`src/rtl/adpcm_enc_packer.sv`:
```
// adpcm_enc_packer: encode-mode sequencer for the adpcm core, packs 4-bit codes two per byte into a show-ahead FIFO
//   clk, rstn       clock, asynchronous active-low reset
//   enable          block enable (also the core enable)
//   pcm_valid/ready/data   16-bit signed PCM sample stream in
//   flush           pulse: emit a pending half byte as {4'h0, nibble}
//   core_req/ack/pcm/adpcm toggle-req / rising-ack interface to the core
//   byte_valid/ready/data  packed byte stream out (show-ahead)
//   fifo_level      bytes stored, half_pending low nibble held
//   timeout_err     sticky ack-timeout flag
module adpcm_enc_packer #(
   parameter int SETUP_CYC   = 5,
   parameter int ACK_TIMEOUT = 64,
   parameter int DEPTH       = 4
) (
   input  logic                      clk,
   input  logic                      rstn,
   input  logic                      enable,
   input  logic                      pcm_valid,
   output logic                      pcm_ready,
   input  logic signed [15:0]        pcm_data,
   input  logic                      flush,
   output logic                      core_req,
   input  logic                      core_ack,
   output logic signed [15:0]        core_pcm,
   input  logic [3:0]                core_adpcm,
   output logic                      byte_valid,
   input  logic                      byte_ready,
   output logic [7:0]                byte_data,
   output logic [$clog2(DEPTH):0]    fifo_level,
   output logic                      half_pending,
   output logic                      timeout_err
);
   localparam int AW = $clog2(DEPTH);
   localparam int CW = $clog2(SETUP_CYC + ACK_TIMEOUT + 1);
   typedef enum logic [1:0] {IDLE, SETUP, WAIT_ACK, PACK} state_t;
   state_t state;
   logic [CW-1:0] cnt;
   logic ack_q, ack_rise, full, flush_ok, push, pop;
   logic [3:0] code_q, nib;
   logic [7:0] push_data;
   logic [7:0] mem [DEPTH];
   logic [AW-1:0] wr_ptr, rd_ptr;
   // accept is gated on FIFO space, so a PACK push can never overflow
   always_comb begin
      ack_rise   = core_ack & ~ack_q;
      full       = fifo_level == (AW+1)'(DEPTH);
      flush_ok   = flush & half_pending & ~full & (state == IDLE);
      pcm_ready  = rstn & enable & ~full & ~flush_ok & (state == IDLE);
      push       = flush_ok | ((state == PACK) & half_pending);
      push_data  = flush_ok ? {4'h0, nib} : {code_q, nib};
      byte_valid = fifo_level != '0;
      pop        = byte_valid & byte_ready;
      byte_data  = byte_valid ? mem[rd_ptr] : 8'h0;
   end
   always_ff @(posedge clk)
      if (push) mem[wr_ptr] <= push_data;
   always_ff @(posedge clk or negedge rstn) begin
      if (!rstn) begin
         state        <= IDLE;
         cnt          <= '0;
         core_req     <= 1'b0;
         core_pcm     <= '0;
         ack_q        <= 1'b0;
         code_q       <= '0;
         nib          <= '0;
         half_pending <= 1'b0;
         timeout_err  <= 1'b0;
         wr_ptr       <= '0;
         rd_ptr       <= '0;
         fifo_level   <= '0;
      end else begin
         ack_q      <= core_ack;
         wr_ptr     <= push ? wr_ptr + AW'(1) : wr_ptr;
         rd_ptr     <= pop ? rd_ptr + AW'(1) : rd_ptr;
         fifo_level <= fifo_level + (AW+1)'(push) - (AW+1)'(pop);
         if (flush_ok) half_pending <= 1'b0;
         case (state)
            IDLE:
               if (pcm_valid & pcm_ready) begin
                  core_pcm <= pcm_data;
                  cnt      <= '0;
                  state    <= SETUP;
               end
            SETUP:
               if (cnt == CW'(SETUP_CYC - 1)) begin
                  core_req <= ~core_req;
                  cnt      <= '0;
                  state    <= WAIT_ACK;
               end else cnt <= cnt + CW'(1);
            WAIT_ACK:
               if (ack_rise) begin
                  code_q <= core_adpcm;
                  state  <= PACK;
               end else if (cnt == CW'(ACK_TIMEOUT - 1)) begin
                  timeout_err <= 1'b1;
                  state       <= IDLE;
               end else cnt <= cnt + CW'(1);
            PACK: begin
               if (!half_pending) nib <= code_q;
               half_pending <= ~half_pending;
               state        <= IDLE;
            end
            default: state <= IDLE;
         endcase
      end
   end
endmodule

```
`config.mk`:
```
export PLATFORM = sky130hd
export DESIGN_NAME = adpcm_enc_packer
export DESIGN_NICKNAME = d
export VERILOG_FILES = /design/src/rtl/adpcm_enc_packer.sv
export SDC_FILE = /design/constraint.sdc
export NUM_CORES = 1
export LEC_CHECK = 0
export ABC_CLOCK_PERIOD_IN_PS = 3500
export CELL_PAD_IN_SITES_DETAIL_PLACEMENT = 0
export CELL_PAD_IN_SITES_GLOBAL_PLACEMENT = 1
export CORE_ASPECT_RATIO = 0.9
export CORE_UTILIZATION = 43
export DETAILED_ROUTE_END_ITERATION = 10
export PLACE_DENSITY = 0.8
export SETUP_SLACK_MARGIN = 0.2
export SLEW_MARGIN = 20
export SYNTH_ARGS = -nofsm -noshare
export SYNTH_HDL_FRONTEND = slang
export SYNTH_SLANG_ARGS = --single-unit
```
`constraint.sdc`:
```
create_clock -name clk -period 3.5 [get_ports clk]
set_input_delay 0.7 -clock clk [delete_from_list [all_inputs] [get_ports clk]]
set_output_delay 0.7 -clock clk [all_outputs]
set_load 0.02 [all_outputs]
```
# Word-level counts from Yosys, hierarchy flattened

Memories as Yosys holds them, arrays and structs flattened.
Index checks and enable logic that the tools add are counted.

Word-level logic and storage cells: 74
Memories kept: 1
Memory bits (writable): 32
Input bits: 27
Flip-flop bits (word level): 44

Memory list:

| memory | depth | bits a word | read ports | clocked after Yosys merged registers in | wr ports | RTL line | source |
|---|---|---|---|---|---|---|---|
| mem    | 4     | 8           | 1          | 0                                       | 1        | 41       | `logic [7:0] mem [DEPTH];` |

Equal/unequal tests: 11
Muxes and demuxes: 16
Bitwise logic cells: 18
Reduce and logical (&&, ||, !) cells: 11
$add $sub $neg: 5

Operators by type and width:

| operator                                       | count |
|---|---|
| 2-to-1 mux 7 bit                               | 4 |
| case mux 7 bit (3 select lines)                | 1 |
| 2-to-1 mux 8 bit                               | 2 |
| AND 1 bit                                      | 11 |
| 2-to-1 mux 2 bit                               | 4 |
| case mux 2 bit (4 select lines)                | 1 |
| AND reduction 2 bit                            | 4 |
| adder 7 x 1 -> 7 bit (second input constant)   | 1 |
| == test 7 x 3 -> 1 bit (second input constant) | 1 |
| == test 7 x 6 -> 1 bit (second input constant) | 1 |
| inequality test 2 bit (second input constant)  | 3 |
| inverter 1 bit                                 | 6 |
| AND reduction 3 bit                            | 2 |
| nonzero test 3 bit                             | 2 |
| adder 2 x 1 -> 2 bit (second input constant)   | 2 |
| == test 2 bit (second input constant)          | 2 |
| 2-to-1 mux 1 bit                               | 4 |
| AND reduction 4 bit                            | 1 |
| adder 3 x 1 -> 3 bit                           | 1 |
| == test 3 bit (second input constant)          | 1 |
| inequality test 3 bit (second input constant)  | 1 |
| subtractor 3 x 1 -> 3 bit                      | 1 |
| == test 2 x 1 -> 1 bit (second input constant) | 1 |
| zero test 2 bit                                | 1 |
| 3 further kinds                                | 3 |

# Logic depth before layout (Yosys ltp)

Gate-level depths: netlist of run 1.

Word-level depth: 10
Gate-level depth with buffers: 11
Gate-level depth less buffers: 11

# Worst setup path before layout of run 1

Ideal clock, no wire load.

Kind: register to register
Start point: register fifo_level[1]
End point: register fifo_level[2]
Buffers on the path: 0
Data arrival time: 2.566 ns
Setup time: 0.134 ns
Required time: 3.366 ns
Period minus slack after synthesis: 2.700 ns
Stages on the path, launching flop included: 11
Path slack: 0.800 ns
Cell sequence: dfrtp_1 or3b_2 and3_1 a21oi_2 ha_1 inv_1 ha_1 inv_1 fa_1 xnor2_1 xnor2_1

Cells in the longest elaborated chain, start to end: 7

RTL lines:

| element                     | RTL line | source |
|---|---|---|
| start: declaration          | 29       | `output logic [$clog2(DEPTH):0] fifo_level,` |
| start signal: assignment    | 75       | `fifo_level <= fifo_level + (AW+1)'(push) - (AW+1)'(pop);` |
| == test 3 bit               | 46       | `full = fifo_level == (AW+1)'(DEPTH);` |
| inverter 1 bit              | 47       | `flush_ok = flush & half_pending & ~full & (state == IDLE);` |
| AND 1 bit (2 in series)     | 47       |  |
| OR 1 bit                    | 49       | `push = flush_ok \| ((state == PACK) & half_pending);` |
| adder 3 x 1 -> 3 bit        | 75       |  |
| subtractor 3 x 1 -> 3 bit * | 75       |  |

Mark *: on every way between the ends. The rest lies on a longest branch, timed or not.
A chain may end at the register's enable or synchronous reset.

# Worst setup path in the final report of run 1

Start point: register rd_ptr[0]
End point: output port byte_data[3]

Cells in the longest elaborated chain, start to end: 2

RTL lines:

| element                  | RTL line | source |
|---|---|---|
| start: declaration       | 42       | `logic [AW-1:0] wr_ptr, rd_ptr;` |
| start signal: assignment | 74       | `rd_ptr <= pop ? rd_ptr + AW'(1) : rd_ptr;` |
| memory read (4 x 8 bit)  | n/a      |  |
| 2-to-1 mux 8 bit         | 53       | `byte_data = byte_valid ? mem[rd_ptr] : 8'h0;` |
| end: declaration         | 28       | `output logic [7:0] byte_data,` |

No other way between the ends.

==> flow_summary.json, run 1 <==
{
  "outcome": "finished clean",
  "wl_met3_um": 265,
  "io_pins": 59,
  "hold_viol": 0,
  "final_core_util": 0.564,
  "cp.required_ns": 2.80,
  "synthCells": 227,
  "final-max-slew-violation-count": 0,
  "fill_cells": 612,
  "period_needed_ns": 3.05,
  "critPathCapture": "byte_data[3]",
  "synth_top_flop_cell": "dfrtp_1",
  "drive_gt1_frac": 0.217,
  "place_area_um2": 4080,
  "seq_area_um2": 2060,
  "die_height_um": 86.0,
  "crit_start": "rd_ptr[0]",
  "gp_congestion": 0.821,
  "yosys-top-cells-area": "dfrtp_1, edfxtp_1, mux2_2, mux4_2, ha_1",
  "wl_met2_um": 2760,
  "cts_tree": "yes",
  "path_max_fanout": 10,
  "rr_endpoint": "fifo_level[2]",
  "relSlewSlack": 0.529,
  "syn_to_final_growth_pct": 26.7,
  "ctsHtreeMaxLevel": 3,
  "p_leak_uw": 0.00171,
  "synth_top_area_cell": "dfrtp_1",
  "clock_latency_ns": 0.34,
  "synthArstFlopShare": 0.579,
  "cts.reportedPaths.clkPinSlew_ns": 0.08,
  "synth_area_um2": 3370,
  "ctsResizeCount": 0,
  "grt_pass1_vias": 2004,
  "clock-sinks": 76,
  "tightest_slew_ns": 0.701,
  "reg2reg_from": "fifo_level[1]",
  "crit_path_cell_trace": "mux4_2 > and2_1 > clkdlybuf4s50_1",
  "finalCritPeriodShare": 0.873,
  "grt_usage": 0.159,
  "cp_num_cells": 3,
  "finClkSkew_ns": 0.0127,
  "fp.dieW_um": 95.4,
  "viasPerCell": 5.04,
  "synth_top_cell_area_share": 0.326,
  "rrSetupSlack_ns": 0.73,
  "routedLengthMet1_um": 2780,
  "cp_top_family": "flip-flops",
  "critPathKind": "flop to output pin",
  "crit_arrival_ns": 2.35,
  "multi_input_area_um2": 1240,
  "synth_most_common_cell": "dfrtp_1",
  "core_area_um2": 7580,
  "start_kind": "flop",
  "rsz0062_at_grt": "no",
  "slowest_delay_ns": 0.73,
  "avgSynthCellArea_um2": 14.9,
  "top_layer_used": "met4",
  "drtPass1Iterations": 4,
  "final_area_um2": 4270,
  "grt_pass1_wl_um": 9710,
  "tns_ns": 0,
  "yosysUniqueCellTypes": 44,
  "fin_hold_ws_ns": 0.470,
  "synth_edf_count": 32,
  "setup_viol": 0,
  "start_util": 0.445,
  "peakVddDrop_v": 0.000352,
  "yosysWarnings": 0,
  "routedWlPerCell_um": 14.8,
  "fmax_mhz": 327,
  "ant_nets": 0,
  "maxCapViolCount": 0,
  "crit_path_end_kind": "output pin",
  "postCtsSetupRepairBufs": 0,
  "nets": 335,
  "critPathBufInv": 1,
  "slowest_stage": "dfrtp_1",
  "num_antenna_cells": 0,
  "overflow": 0,
  "drcViolationCount": 0,
  "grt_max_degree": 45,
  "cts_made_buffers": 9,
  "synth_fp_nets": 267,
  "ys_seq_elements": 76,
  "pwr_density_cell_nw_per_um2": 853,
  "drtIter0Drc": 84,
  "hold_class": "input pin to asynchronous set/reset pin",
  "cts_hold_buf": 0,
  "root_buffer": "clkbuf_8",
  "io_buffers": 58,
  "r2r_cells": 10,
  "rows": 30,
  "dieArea_um2": 8200,
  "ys_seq_area_frac": 0.611,
  "dp_hpwl_um": 4220,
  "synth_common_cells": "dfrtp_1, edfxtp_1, mux2_2",
  "wirelength_um": 5860,
  "vias": 1997,
  "ctsLongestPathBuffers": 2,
  "antenna_found_initial": 0
}
[sequential cells by signal, summed over array words and instances, names as in the netlist, 3 cells and up]
name,flops
fifo_level,3
cnt,7
core_pcm,16
code_q,4
mem,32
nib,4
[report_power, final]
part	total, µW	switching [µW]	internal [µW]
Sequential	1460	218	1240
Clock	638	309	329
Combinational	1550	718	830
[cells in the final DEF (no fill, tap or decap), types with 2 or more instances in the layout]
cell and count:
clkbuf_8 9, and3_1 2, a221o_1 2, nand3b_1 2
mux4_2 8, xnor2_1 5, a2111o_1 3, nor2_1 7
and2_1 13, inv_1 13, mux2_2 26, clkdlybuf4s50_1 57
dfrtp_1 44, ha_1 12, clkinvlp_4 3, nand2_1 9
a22o_1 3, nand2b_1 3, nand3_1 3, o2111ai_1 2
or2_2 3, or3_1 3, nor2b_1 4, edfxtp_1 32
buf_4 5, o21ai_0 2
[metal layers]
layer,GRT usage,vias up
li1,-,963
met3,0.0567,8
met5,0,-
met4,0.0372,0
met2,0.249,41
met1,0.212,985
[cell families (layout without fill, tap and decap cells)]
| kind of cell | count (synthesis) | after routing | share of synthesized area |
|---|---|---|---|
| DFF | 76 | 76 | 0.611 |
| and+or+nand+nor | 56 | 56 | 0.0987 |
| muxes | 35 | 35 | 0.143 |
| AOI/OAI and AO/OA | 22 | 22 | 0.0586 |
| buffers and inverters | 19 | 92 | 0.0223 |
| adders and majority gates | 13 | 13 | 0.0504 |
| xor gates and xnor gates | 6 | 6 | 0.0156 |
[worst register-to-register path, stage by stage, from the launching register on]
cell and delay [ns]:
dfrtp_1 0.46, or3b_2 0.52, and3_1 0.22, a21oi_2 0.28, ha_1 0.29, inv_1 0.05
ha_1 0.13, inv_1 0.05, fa_1 0.38, xnor2_1 0.15, xnor2_1 0.12
[how the worst min path moves through the flow]
stage / end / depth (start not counted) / slack (ns) / start
floorplan: ack_q / 0 / 0.40 / rstn
global placement: timeout_err / 1 / 0.47 / timeout_err
global route: core_req / 1 / 0.49 / core_req
detailed placement: core_req / 1 / 0.46 / core_req
finish: core_pcm[8] / 2 / 0.47 / rstn
CTS: core_req / 1 / 0.48 / core_req
[final cells by class]
type | count | share of cell area
Timing Repair Buffer | 63 | 0.143
Inverter | 13 | 0.0114
Clock buffer | 10 | 0.0299
Sequential cell | 76 | 0.482
Clock inverter | 6 | 0.0155
Multi-Input combinational cell | 132 | 0.289
Tap cell | 96 | 0.0281
[metrics by stage]
step / setup slack (ns) / instances / power, µW
floorplan: 0.800 / 227 / 2430
global route: 0.298 / 396 / 3900
global placement: 0.497 / 380 / 3010
detailed placement: 0.434 / 380 / 3050
finish: 0.445 / 396 / 3650
CTS: 0.391 / 396 / 3690
Power figures use the tool's default switching activity.
==> run 2, diff against run 1 <==
Settings changed: CELL_PAD_IN_SITES_GLOBAL_PLACEMENT 1 to 2, CORE_UTILIZATION 43 to 37, PLACE_DENSITY 0.8 to 0.81.
==> run 2 against run 1 <==
Clock-buffer cell count increased by 1. Sequential share of layout area is 0.67 points lower. Critical path type unchanged. Largest cell class unchanged. Register-to-register slack improved by 0.02 ns. Worst setup slack worse by 0.014 ns. Global-route usage down 2.0 points. Combinational power hardly changed. Design area increased by 1.4%. Die area up 16%. Critical path depth unchanged. Sequential power barely moved.
==> flow_summary.json, run 2 (synthesis results as in run 1) <==
{
  "cp.required_ns": 2.80,
  "pwr-share-seq": 0.390,
  "cp_top_family": "flip-flops",
  "crit_path_cell_trace": "mux4_2 > and2_1 > clkdlybuf4s50_1",
  "intPower_uw": 2470,
  "relSlewSlack": 0.525,
  "drtIter0Drc": 54,
  "drtPass1Iterations": 4,
  "tightest_slew_ns": 0.706,
  "grt_pass1_vias": 1964,
  "peakVddDrop_v": 0.000305,
  "pwr_density_cell_nw_per_um2": 864,
  "ctsHtreeMaxLevel": 3,
  "grt_pass1_wl_um": 9920,
  "hold_class": "input pin to asynchronous set/reset pin",
  "drcViolationCount": 0,
  "crit_path_end_kind": "output pin",
  "crit_arrival_ns": 2.37,
  "dp_slack_ns": 0.400,
  "most-common-layout-cells": "clkdlybuf4s50_1, dfrtp_1, edfxtp_1",
  "final-max-slew-violation-count": 0,
  "slowest_stage": "dfrtp_1",
  "vias": 2018,
  "dp_hpwl_um": 4440,
  "cts.reportedPaths.clkPinSlew_ns": 0.08,
  "p_switching_uw": 1270,
  "p_sw_frac": 0.340,
  "worst_slack_ns": 0.432,
  "io_pins": 59,
  "power_frac_clock": 0.195,
  "outcome": "finished clean",
  "core_area_um2": 8690,
  "largest_reg_flops": 32,
  "layout_commonest_cell": "clkdlybuf4s50_1",
  "io_buffers": 58,
  "slowest_delay_ns": 0.73,
  "tns_ns": 0,
  "drive_gt1_frac": 0.220,
  "ctsResizeCount": 0,
  "combPwrFrac": 0.415,
  "largest-register": "mem",
  "cts_made_buffers": 9,
  "period_needed_ns": 3.07,
  "cts_hold_buf": 0,
  "clock_latency_ns": 0.34,
  "fin_hold_ws_ns": 0.457,
  "ant_nets": 0,
  "dieArea_um2": 9500,
  "maxCapViolCount": 0,
  "rsz0062_at_grt": "no",
  "die_height_um": 92.6,
  "root_buffer": "clkbuf_8",
  "overflow": 0,
  "grt_usage": 0.139,
  "ctsLongestPathBuffers": 2,
  "fp.dieW_um": 103,
  "hold_viol": 0,
  "clock-sinks": 76,
  "gp_congestion": 0.721,
  "grt_max_degree": 45,
  "path_max_fanout": 10,
  "antenna_found_initial": 0,
  "fmax_mhz": 326,
  "cts_tree": "yes",
  "syn_to_final_growth_pct": 28.5,
  "critPathBufInv": 1,
  "nets": 335,
  "wirelength_um": 6080,
  "top_regs": "mem x32, core_pcm x16, cnt x7",
  "p_leak_uw": 0.00173,
  "critPathKind": "flop to output pin",
  "num_antenna_cells": 0,
  "start_util": 0.388,
  "setup_viol": 0,
  "finalCritPeriodShare": 0.877,
  "postCtsSetupRepairBufs": 0,
  "rows": 32,
  "viasPerCell": 4.82,
  "start_kind": "flop",
  "routedWlPerCell_um": 14.5,
  "finClkSkew_ns": 0.0104
}
[run 2: changes by cell type in the layout (fill, tap and decap cells not counted), sizes merged]
cell      previous run  this run
inv                 13        17
clkinvlp             3         0
clkinv               2         0
clkbuf              10        11
[run 2: routing by layer]
metal  share of wire  up-vias  track usage
li1                -      976            -
met1            0.46     1000        0.181
met2            0.49       37        0.223
met3           0.041        5       0.0445
met4          0.0097        0       0.0393
met5               0        -            0
[run 2: final cells by class]
class,count,area (µm²)
Multi-Input combinational cell,132,1240
Inverter,13,48.8
Timing Repair Buffer,63,613
Clock buffer,11,163
Fill cell,786,4350
Tap cell,119,149
Clock inverter,5,62.6
Sequential cell,76,2060
[run 2: worst reg2reg max path: cells and delay by family (launching register included)]
| kind | cells | cell delay [ns] |
|---|---|---|
| and+or+nand+nor | 2 | 0.74 |
| AOI/OAI and AO/OA | 1 | 0.27 |
| xor gates and xnor gates | 2 | 0.27 |
| adders and majority gates | 3 | 0.79 |
| buffers and inverters | 2 | 0.10 |
| DFF | 1 | 0.46 |
[run 2: worst paths after layout]
check	start	end	slack, ns	cells past startpoint
worst max-delay path	rd_ptr[0]	byte_data[1]	0.43	3
worst min-delay path	rstn	core_pcm[6]	0.46	2
worst max register to register	fifo_level[1]	fifo_level[2]	0.75	10
worst min register to register	core_req	core_req	0.48	1
max in group asynchronous	rstn	ack_q	2.66	2
min in group clk	core_req	core_req	0.48	1
[run 2: through the flow]
step                cell area, µm²  utilization  instances  power (µW)
finish                        4330        0.499        419        3750
global route                  4330        0.499        419        3990
CTS                           4330        0.499        419        3810
detailed placement            4110        0.473        403        3060
global placement              4110        0.473        403        3020
floorplan                     3370            -        227        2430
[run 2: power by group through the flow]
stage               clock (µW)  combinational (µW)  sequential [µW]
CTS                        757                1580             1470
finish                     729                1550             1460
global route               793                1690             1510
floorplan                    0                 887             1540
detailed placement           0                1580             1490
global placement             0                1550             1470
==> run 3, diff against run 2 <==
Settings changed: HOLD_SLACK_MARGIN from default to 0.05.
==> results of run 3 <==
Same layout as run 2: the final DEF is identical, and so are final timing and power.
